<file path="src/rtl/therm_ramp_gen.sv">
// Thermometer ramp generator: slews a registered WIDTH-bit thermometer code toward an accepted target, one level per clock.
// Optional macro THERM_RAMP_SELFCHECK_EN adds the sticky err output driven by an internal code/step checker.
module therm_ramp_gen #(
  parameter int WIDTH = 16,
  parameter int LVL_W = 5
) (
  input  logic             clk,
  input  logic             rst,
  input  logic             tgt_valid,
  output logic             tgt_ready,
  input  logic [LVL_W-1:0] tgt_level,
  input  logic             hold,
  output logic [WIDTH-1:0] therm_out,
  output logic [LVL_W-1:0] level,
  output logic             busy,
  output logic             done,
  output logic             all_ones,
`ifdef THERM_RAMP_SELFCHECK_EN
  output logic             all_zeros,
  output logic             err
`else
  output logic             all_zeros
`endif
);

  localparam logic [LVL_W-1:0] MAX_LVL = LVL_W'(WIDTH);

  typedef enum logic {IDLE, RAMP} state_t;

  state_t           state, state_nxt;
  logic [LVL_W-1:0] tgt, tgt_nxt, level_nxt;
  logic             done_nxt;

  function automatic logic [WIDTH-1:0] to_therm(input logic [LVL_W-1:0] l);
    logic [WIDTH-1:0] t;
    for (int i = 0; i < WIDTH; i++) t[i] = (i < int'(l));
    return t;
  endfunction

  assign tgt_ready = (state == IDLE);
  assign busy      = (state == RAMP);

  always_comb begin
    state_nxt = state;
    tgt_nxt   = tgt;
    level_nxt = level;
    done_nxt  = 1'b0;
    case (state)
      IDLE: begin
        if (tgt_valid) begin
          tgt_nxt   = (tgt_level > MAX_LVL) ? MAX_LVL : tgt_level;
          state_nxt = RAMP;
        end
      end
      RAMP: begin
        if (!hold) begin
          if (level < tgt) begin
            level_nxt = level + LVL_W'(1);
          end else if (level > tgt) begin
            level_nxt = level - LVL_W'(1);
          end else begin
            state_nxt = IDLE;
            done_nxt  = 1'b1;
          end
        end
      end
      default: state_nxt = IDLE;
    endcase
  end

  // Flags are registered from the next level so they always agree with therm_out.
  always_ff @(posedge clk) begin
    if (rst) begin
      state     <= IDLE;
      tgt       <= '0;
      level     <= '0;
      therm_out <= '0;
      done      <= 1'b0;
      all_ones  <= 1'b0;
      all_zeros <= 1'b1;
    end else begin
      state     <= state_nxt;
      tgt       <= tgt_nxt;
      level     <= level_nxt;
      therm_out <= to_therm(level_nxt);
      done      <= done_nxt;
      all_ones  <= (level_nxt == MAX_LVL);
      all_zeros <= (level_nxt == '0);
    end
  end

`ifdef THERM_RAMP_SELFCHECK_EN
  logic [LVL_W-1:0] prev_level;
  logic [LVL_W-1:0] pop;
  logic             chk_bad;

  always_comb begin
    chk_bad = 1'b0;
    pop     = '0;
    for (int i = 0; i < WIDTH - 1; i++) begin
      if (therm_out[i+1] && !therm_out[i]) chk_bad = 1'b1;
    end
    for (int i = 0; i < WIDTH; i++) pop = pop + LVL_W'(therm_out[i]);
    if (pop != level) chk_bad = 1'b1;
    // Extra bit so the +1 cannot wrap when WIDTH is at its upper limit.
    if ({1'b0, level} > {1'b0, prev_level} + (LVL_W+1)'(1)) chk_bad = 1'b1;
    if ({1'b0, prev_level} > {1'b0, level} + (LVL_W+1)'(1)) chk_bad = 1'b1;
  end

  always_ff @(posedge clk) begin
    if (rst) begin
      err        <= 1'b0;
      prev_level <= '0;
    end else begin
      err        <= err | chk_bad;
      prev_level <= level;
    end
  end
`endif

endmodule
</file>
<file path="config.mk">
export PLATFORM = sky130hd
export DESIGN_NAME = therm_ramp_gen
export DESIGN_NICKNAME = d
export VERILOG_FILES = /design/src/rtl/therm_ramp_gen.sv
export SDC_FILE = /design/constraint.sdc
export NUM_CORES = 1
export LEC_CHECK = 0
export CORE_ASPECT_RATIO = 2
export CORE_MARGIN = 3
export CORE_UTILIZATION = 50
export CTS_CLUSTER_DIAMETER = 100
export DETAILED_ROUTE_END_ITERATION = 12
export DONT_BUFFER_PORTS = 1
export GPL_TIMING_DRIVEN = 0
export PLACE_DENSITY = 0.69
export SLEW_MARGIN = 40
export SYNTH_ARGS = -nofsm -noshare
export SYNTH_HDL_FRONTEND = slang
export SYNTH_SLANG_ARGS = --single-unit
</file>
<file path="constraint.sdc">
create_clock -name clk -period 3 [get_ports clk]
set_clock_uncertainty 0.1 [all_clocks]
set_input_delay 0.45 -clock clk [delete_from_list [all_inputs] [get_ports clk]]
set_output_delay 0.45 -clock clk [all_outputs]
set_load 0.05 [all_outputs]
</file>
==> results of run 1 <==
-- path summary, 6_finish.rpt --
path	startpoint	end	slack, ns
worst min register to register	tgt[2]	tgt[2]	0.35
worst max-delay path	busy	therm_out[4]	0.28
worst min-delay path	tgt_level[4]	tgt[4]	0.21
worst max register to register	busy	therm_out[4]	0.28
-- flip-flops by register name, summed over array words and instances, names as in the netlist --
register / count
tgt: 5
all_zeros: 1
done: 1
busy: 1
level: 4
therm_out: 16
all_ones: 1
-- cells in the final DEF, fill, tap and decap left out, types with 2 or more instances in the layout --
| cell type | synthesis | layout |
|---|---|---|
| xnor2_1 | 4 | 4 |
| nand3_1 | 3 | 3 |
| a21o_1 | 5 | 5 |
| nand2b_1 | 3 | 3 |
| a31oi_1 | 4 | 4 |
| and2_1 | 2 | 2 |
| dfxtp_1 | 29 | 24 |
| a31o_1 | 2 | 2 |
| o21ai_2 | 4 | 4 |
| dfxtp_2 | 0 | 5 |
| nor2_1 | 12 | 12 |
| or2_1 | 2 | 2 |
| nand3b_1 | 4 | 4 |
| mux2i_1 | 2 | 2 |
| buf_6 | 2 | 2 |
| ha_1 | 7 | 7 |
| nand2_1 | 12 | 12 |
| a211oi_1 | 2 | 2 |
| clkbuf_8 | 0 | 7 |
| a21oi_1 | 10 | 10 |
| clkbuf_1 | 2 | 2 |
| inv_2 | 2 | 2 |
| o21ai_1 | 3 | 3 |
| buf_2 | 2 | 2 |
| inv_1 | 9 | 9 |
-- worst max-delay path, cell delays in order (launching register included) --
cell and delay (ns):
dfxtp_1 0.71, inv_2 0.27, nor2_1 0.35, a22o_1 0.19
buf_2 0.19, mux2i_2 0.46, nor3b_1 0.25, o21ai_1 0.08
-- area by class of cell --
cell class	count	area share (%)
Multi-Input combinational cell	103	46.9
Tap cell	28	2.29
Clock buffer	7	6.30
Sequential cell	29	38.4
Buffer	7	3.11
Inverter	11	2.70
Clock inverter	1	0.327
-- report_power, final --
| part | switching, mW | internal (mW) |
|---|---|---|
| Sequential | 0.318 | 0.470 |
| Combinational | 0.308 | 0.229 |
| Clock | 0.144 | 0.207 |
| Total | 0.769 | 0.906 |
-- per-stage QoR --
step                      worst slack [ns]  hold WS, ns  cells  power [mW]  utilization, %
after floorplan                      0.337        0.332    150        1.23               -
after global placement              0.0802        0.338    178        1.32            54.6
after detailed placement            0.0459        0.343    178        1.33            54.6
after CTS                           0.0368        0.209    186        1.69            58.5
after global routing                0.0765        0.219    186        1.77            58.8
final                                0.284        0.212    186        1.68            58.8
-- per-layer routing --
layer  share of wire, %  GRT usage, %
met1                 33          15.7
met5                  0             0
met2                 58          35.6
met4                4.5          11.8
met3                4.5          5.83
-- cell families (layout without fill, tap and decap cells) --
logic type               count (synthesis)  count (layout)  share of synthesized area, %
adder cells (fa/ha/maj)                  7               7                          6.32
buffers and inverters                   18              26                          6.41
AO/OA/AOI/OAI                           36              36                          18.0
multiplexers                             3               3                          2.44
flip-flops                              29              29                          41.9
AND/OR/NAND/NOR                         51              51                          20.7
XOR/XNOR                                 6               6                          4.33
==> impl_metrics.py, run 1 <==
metrics = {
    "route": {
        "drc": 0,
        "first_iter_violations": 19,
        "wl_um": 2850,
        "viasPerCell": 5.66,
        "drt-pass1-iter-count": 3,
        "wl_per_cell_um": 15.3,
        "num_vias": 1052,
        "ant_nets": 0,
    },
    "grt": {
        "overflow": 0,
        "grt_pass1_wl_um": 4730,
        "grt.total_usage_pct": 18.8,
        "antenna_found_initial": 0,
        "grt_pass1_vias": 1026,
        "grt_max_degree": 11,
    },
    "synthesis": {
        "synth-warning-count": 0,
        "ys_ff_latch": 29,
        "async_flop_share_pct": 0,
        "yosys.area.top_type_share_pct": 41.9,
        "synth_common_cells": "dfxtp_1, nand2_1, nor2_1, a21oi_1, inv_1",
        "syn-cell-area_sq_mm": 0.00139,
        "synth_edf_count": 0,
        "syn_inst": 150,
        "ys_top_cells_by_area": "dfxtp_1, ha_1, a21oi_1",
        "synth_top_flop_cell": "dfxtp_1",
        "synth_most_common_cell": "dfxtp_1",
        "synth_fp_nets": 166,
        "synth_cell_type_count": 46,
        "ys_seq_area_share_pct": 41.9,
        "avgSynthCellArea_sq_um": 9.24,
        "yosys.area.top_type": "dfxtp_1",
    },
    "critical_path": {
        "worstSetupPathType": "register to register",
        "worstSetupStartpointType": "register",
        "end_kind": "register",
        "crit_arrival_ns": 2.79,
        "crit_required_ns": 3.07,
        "r2r_cells": 7,
        "critPathMaxFanout": 7,
    },
    "clock_tree": {
        "cts.sinks": 29,
        "clk_pin_slew_worst_paths_ns": 0.06,
        "cts_max_level": 2,
        "clock_latency_ns": 0.28,
        "cts_setup_buffers": 0,
        "clk_path_buf_depth": 2,
        "root_buffer": "clkbuf_8",
        "hold_buffers": 0,
        "numCtsBuffers": 5,
        "cts_resized": 0,
        "tritoncts": "yes",
    },
    "final_layout": {
        "area_growth_pct": 10.3,
        "ff_latch_area_sq_um": 587,
        "drive_above_1_share_pct": 20.9,
        "fin_nets": 173,
        "n_fill_cell": 278,
        "multiInputGateArea_sq_um": 717,
        "final_cell_area_sq_mm": 0.00153,
        "antenna_cells": 0,
    },
    "worst_hold_path": {
        "min_path_cells": 2,
        "hp-class": "primary input to register",
    },
    "floorplan": {
        "core_sq_mm": 0.00260,
        "initial_core_util_pct": 53.3,
        "ios": 35,
        "die_w_um": 43.2,
        "rows": 26,
        "die_h_um": 80.5,
        "die_area_sq_mm": 0.00348,
    },
    "placed_design": {
        "placed_cell_area_sq_mm": 0.00142,
        "gp_congestion": 0.906,
        "io_buffers": 0,
        "hpwlAfterDp_um": 2240,
    },
    "power_and_ir_drop": {
        "irDropWorstVdd_mv": 0.422,
        "p_per_area_mw_per_mm2": 1100,
        "p_leak_nw": 0.631,
    },
    "timing": {
        "finalSetupViolCount": 0,
        "hold_viol_final": 0,
        "period_needed_ns": 2.72,
        "clock.fmax_mhz": 368,
        "rsz0062_at_grt": "false",
        "drv_slew": 0,
        "period_share_pct": 90.5,
        "tns_ns": 0,
        "maxSlewHeadroom_pct": 59.7,
        "worst_slew_pin_slew_ns": 0.604,
    },
    "run": {
        "maxCapViolCount": 0,
    },
    "outcome": {
        "status": "finished, final reports clean",
    },
}
Power figures use the tool's default switching activity.
==> inputs of run 2 (changes only) <==
--- a/config.mk
+++ b/config.mk
@@ -17,3 +17,4 @@
 export SYNTH_ARGS = -nofsm -noshare
 export SYNTH_HDL_FRONTEND = slang
 export SYNTH_SLANG_ARGS = --single-unit
+export TNS_END_PERCENT = 100
==> constraint.sdc (replaced) <==
create_clock -name clk -period 3 [get_ports clk]
set_clock_uncertainty 0.1 [all_clocks]
set_input_delay 0.45 -clock clk [delete_from_list [all_inputs] [get_ports clk]]
set_output_delay 0.45 -clock clk [all_outputs]
set_load 0.005 [all_outputs]
==> impl_metrics.py, run 2 (synthesis gave the netlist of run 1 again) <==
metrics = {
    "outcome": {
        "status": "finished, final reports clean",
    },
    "critical_path": {
        "cp_num_buf_inv": 2,
        "worstSetupStartpointType": "register",
        "reg2reg_slack_ns": 0.39,
        "r2r_cells": 10,
        "crit_arrival_ns": 2.65,
        "crit_path_cell_trace": "ha_1 -> a21o_1 -> a21oi_2 -> and2_4 -> buf_6 -> mux2i_1 -> xnor2_1 -> and2_1 -> buf_2 -> a31oi_1",
        "worstSetupPathType": "register to register",
        "slowest_stage": "dfxtp_1",
        "slowest_delay_ns": 0.51,
        "end_kind": "register",
        "cp.depth": 10,
        "critPathMaxFanout": 8,
        "crit_required_ns": 3.04,
        "path_delay_family": "flip-flops",
    },
    "clock_tree": {
        "cts.sinks": 29,
        "cts_resized": 0,
        "cts_max_level": 2,
        "cts_setup_buffers": 0,
        "tritoncts": "yes",
        "hold_buffers": 0,
        "clock_latency_ns": 0.28,
        "clk_pin_slew_worst_paths_ns": 0.06,
        "root_buffer": "clkbuf_8",
        "clk_path_buf_depth": 2,
        "numCtsBuffers": 5,
    },
    "final_layout": {
        "fin_nets": 173,
        "drive_above_1_share_pct": 17.7,
        "n_fill_cell": 277,
        "reg.largest.list": "therm_out: 16 flops, tgt: 5 flops, level: 4 flops",
        "final_cell_mix": "dfxtp_1, nor2_1, nand2_1",
        "area_growth_pct": 9.84,
        "largest-register": "therm_out",
        "antenna_cells": 0,
        "largest_reg_flops": 16,
        "mostFrequentLayoutCell": "dfxtp_1",
    },
    "power_and_ir_drop": {
        "p_per_area_mw_per_mm2": 922,
        "p_leak_nw": 0.628,
        "irDropWorstVdd_mv": 0.365,
    },
    "timing": {
        "maxSlewHeadroom_pct": 66.5,
        "period_share_pct": 87.0,
        "hold_viol_final": 0,
        "drv_slew": 0,
        "worst_slew_pin_slew_ns": 0.503,
        "hold_slack_ns": 0.211,
        "period_needed_ns": 2.61,
        "rsz0062_at_grt": "false",
        "finalSetupViolCount": 0,
        "clock.fmax_mhz": 383,
        "tns_ns": 0,
    },
    "run": {
        "maxCapViolCount": 0,
    },
    "grt": {
        "grt_pass1_vias": 1026,
        "grt_pass1_wl_um": 4730,
        "grt_max_degree": 11,
        "antenna_found_initial": 0,
        "overflow": 0,
        "grt.total_usage_pct": 18.8,
    },
    "route": {
        "drc": 0,
        "first_iter_violations": 27,
        "ant_nets": 0,
        "viasPerCell": 5.70,
        "drt-pass1-iter-count": 4,
        "wl_per_cell_um": 15.3,
        "num_vias": 1060,
        "wl_um": 2840,
    },
    "placed_design": {
        "hpwlAfterDp_um": 2240,
        "io_buffers": 0,
        "gp_congestion": 0.906,
    },
    "floorplan": {
        "core_sq_mm": 0.00260,
        "die_h_um": 80.5,
        "rows": 26,
        "die_area_sq_mm": 0.00348,
        "initial_core_util_pct": 53.3,
        "die_w_um": 43.2,
        "ios": 35,
    },
    "worst_hold_path": {
        "hp-class": "primary input to register",
        "min_path_cells": 2,
    },
}
## run 2: cell counts in the layout (fill, tap and decap cells not counted)
No cell type changed its count.
## run 2: where the power goes
part           switching, mW  internal (mW)  total, mW
Clock                  0.144          0.207      0.351
Combinational          0.296          0.229      0.526
Sequential            0.0601          0.467      0.527
## run 2: path summary, 6_finish.rpt
path / from / endpoint
max reg2reg: level[3] / therm_out[1]
min: tgt_level[4] / tgt[4]
max: level[3] / therm_out[1]
min reg2reg: tgt[2] / tgt[2]
## run 2: layer usage
metal  GRT usage (%)  vias to the layer above  routed length, um
met5               0                        -                  0
met4            11.8                        0                129
met3            5.83                       11                130
met2            35.6                       30               1630
met1            15.7                      488                949
li1                -                      531                  -
## run 2: layout make-up
class                           count  area, sq um  area share, %
Sequential cell                    29          581           38.1
Buffer                              7         47.5           3.12
Inverter                           11         41.3           2.71
Clock buffer                        7         96.3           6.33
Tap cell                           28         35.0           2.30
Clock inverter                      1         5.00          0.329
Multi-Input combinational cell    103          717           47.1
## run 2: metrics by stage
stage	instance area, sq um	utilization, %	power (mW)	instances	worst slack [ns]
after floorplan	1390	-	0.958	150	0.717
after global placement	1420	54.6	1.05	178	0.435
after detailed placement	1420	54.6	1.06	178	0.398
after CTS	1520	58.5	1.42	186	0.388
after global routing	1520	58.5	1.49	186	0.196
final	1520	58.5	1.40	186	0.390
==> inputs of run 3 (changes only) <==
--- a/config.mk
+++ b/config.mk
@@ -5,7 +5,6 @@
 export SDC_FILE = /design/constraint.sdc
 export NUM_CORES = 1
 export LEC_CHECK = 0
-export CORE_ASPECT_RATIO = 2
 export CORE_MARGIN = 3
 export CORE_UTILIZATION = 50
 export CTS_CLUSTER_DIAMETER = 100
==> impl_metrics.py, run 3 (synthesis gave the netlist of run 1 again) <==
metrics = {
    "grt": {
        "grt_max_degree": 11,
        "grt_pass1_wl_um": 4730,
        "grt.total_usage_pct": 18.6,
        "grt_pass1_vias": 1042,
        "overflow": 0,
        "antenna_found_initial": 0,
    },
    "clock_tree": {
        "hold_buffers": 0,
        "root_buffer": "clkbuf_4",
        "cts.sinks": 29,
        "clk_pin_slew_worst_paths_ns": 0.10,
        "clock_latency_ns": 0.33,
        "cts_resized": 0,
        "clk_path_buf_depth": 2,
        "tritoncts": "yes",
        "cts_max_level": 2,
        "cts_setup_buffers": 0,
        "numCtsBuffers": 5,
    },
    "route": {
        "drt-pass1-iter-count": 4,
        "first_iter_violations": 42,
        "wl_um": 2840,
        "ant_nets": 0,
        "num_vias": 1060,
        "viasPerCell": 5.64,
        "wl_per_cell_um": 15.1,
        "drc": 0,
    },
    "floorplan": {
        "ios": 35,
        "initial_core_util_pct": 54.5,
        "core_sq_mm": 0.00254,
        "die_w_um": 58.7,
        "die_h_um": 58.7,
        "rows": 18,
        "die_area_sq_mm": 0.00344,
    },
    "worst_hold_path": {
        "hp-class": "primary input to register",
    },
    "critical_path": {
        "slowest_delay_ns": 0.51,
        "worstSetupStartpointType": "register",
        "cp_num_buf_inv": 1,
        "crit_arrival_ns": 2.72,
        "end_kind": "register",
        "crit_required_ns": 3.09,
        "crit_path_cell_trace": "ha_1 -> and2b_1 -> o21ai_2 -> nand2_1 -> mux2i_1 -> xnor2_1 -> and2_1 -> buf_2 -> a31oi_1",
        "critPathMaxFanout": 7,
        "slowest_stage": "dfxtp_1",
        "worstSetupPathType": "register to register",
        "path_delay_family": "simple AND/OR/NAND/NOR gates",
    },
    "placed_design": {
        "placed_cell_area_sq_mm": 0.00142,
        "detailedPlace.worstSlack_ns": 0.409,
        "io_buffers": 0,
        "placed_cells": 180,
        "hpwlAfterDp_um": 2100,
        "gp_congestion": 0.831,
    },
    "final_layout": {
        "drive_above_1_share_pct": 17.1,
        "reg.largest.list": "therm_out: 16 flops, tgt: 5 flops, level: 4 flops",
        "fin_nets": 173,
        "mostFrequentLayoutCell": "dfxtp_1",
        "area_growth_pct": 8.84,
        "n_fill_cell": 230,
        "final_cells": 188,
        "antenna_cells": 0,
        "largest-register": "therm_out",
        "largest_reg_flops": 16,
        "final_cell_area_sq_mm": 0.00151,
        "final_cell_mix": "dfxtp_1, nor2_1, nand2_1",
        "utilization_pct": 59.3,
    },
    "power_and_ir_drop": {
        "p_per_area_mw_per_mm2": 924,
        "swShare_pct": 35.9,
        "p_sw_mw": 0.501,
        "power_frac_clock_pct": 24.1,
        "p_leak_nw": 0.619,
        "p_int_mw": 0.894,
        "comb_power_share_pct": 37.9,
        "power_mw": 1.39,
        "seqPwrFrac_pct": 38.0,
        "irDropWorstVdd_mv": 0.494,
    },
    "timing": {
        "tns_ns": 0,
        "worst_slack_ns": 0.371,
        "rsz0062_at_grt": "false",
        "clock.fmax_mhz": 380,
        "finalSetupViolCount": 0,
        "hold_slack_ns": 0.172,
        "maxSlewHeadroom_pct": 68.4,
        "drv_slew": 0,
        "hold_viol_final": 0,
        "period_needed_ns": 2.63,
        "worst_slew_pin_slew_ns": 0.474,
        "period_share_pct": 87.6,
    },
    "run": {
        "maxCapViolCount": 0,
    },
    "outcome": {
        "status": "finished, final reports clean",
    },
}
-- run 3: cell types whose count changed in the layout (fill, tap and decap cells not counted) --
cell | before | now
bufinv_16 | 0 | 1
clkbuf_1 | 2 | 3
clkbuf_4 | 0 | 5
clkbuf_8 | 7 | 1
clkinv_2 | 1 | 0
-- run 3: final timing paths --
check                                   from            to  slack [ns]  cells after the start
worst min-delay path            tgt_level[4]        tgt[4]        0.17                      2
worst max register to register      level[1]  therm_out[1]        0.37                      9
worst max-delay path                level[1]  therm_out[1]        0.37                      9
worst min register to register        tgt[3]        tgt[3]        0.36                      2
-- run 3: worst reg2reg max path: stages, from the launching register on --
cell	delay [ns]
dfxtp_1	0.51
ha_1	0.34
and2b_1	0.20
o21ai_2	0.21
nand2_1	0.15
mux2i_1	0.16
xnor2_1	0.36
and2_1	0.19
buf_2	0.17
a31oi_1	0.10
-- run 3: layout make-up --
class,instances,area (sq um),share of cell area (%)
Clock inverter,1,30.0,1.99
Inverter,11,41.3,2.74
Clock buffer,7,55.1,3.65
Buffer,7,47.5,3.15
Multi-Input combinational cell,103,717,47.5
Tap cell,30,37.5,2.49
Sequential cell,29,581,38.5
-- run 3: metal layers --
metal / track usage (%) / vias up / part of all wire [%]
li1: - / 530 / -
met1: 21.8 / 487 / 45
met2: 27.3 / 37 / 45
met3: 10.1 / 6 / 8.1
met4: 9.39 / 0 / 1.6
met5: 0 / - / 0
-- run 3: power by group through the flow --
| stage | sequential [mW] | combinational (mW) | clock [mW] |
|---|---|---|---|
| global placement | 0.540 | 0.506 | 0 |
| floorplan | 0.523 | 0.435 | 0 |
| finish | 0.530 | 0.528 | 0.336 |
| global route | 0.541 | 0.578 | 0.361 |
| detailed placement | 0.540 | 0.519 | 0 |
| CTS | 0.532 | 0.523 | 0.345 |
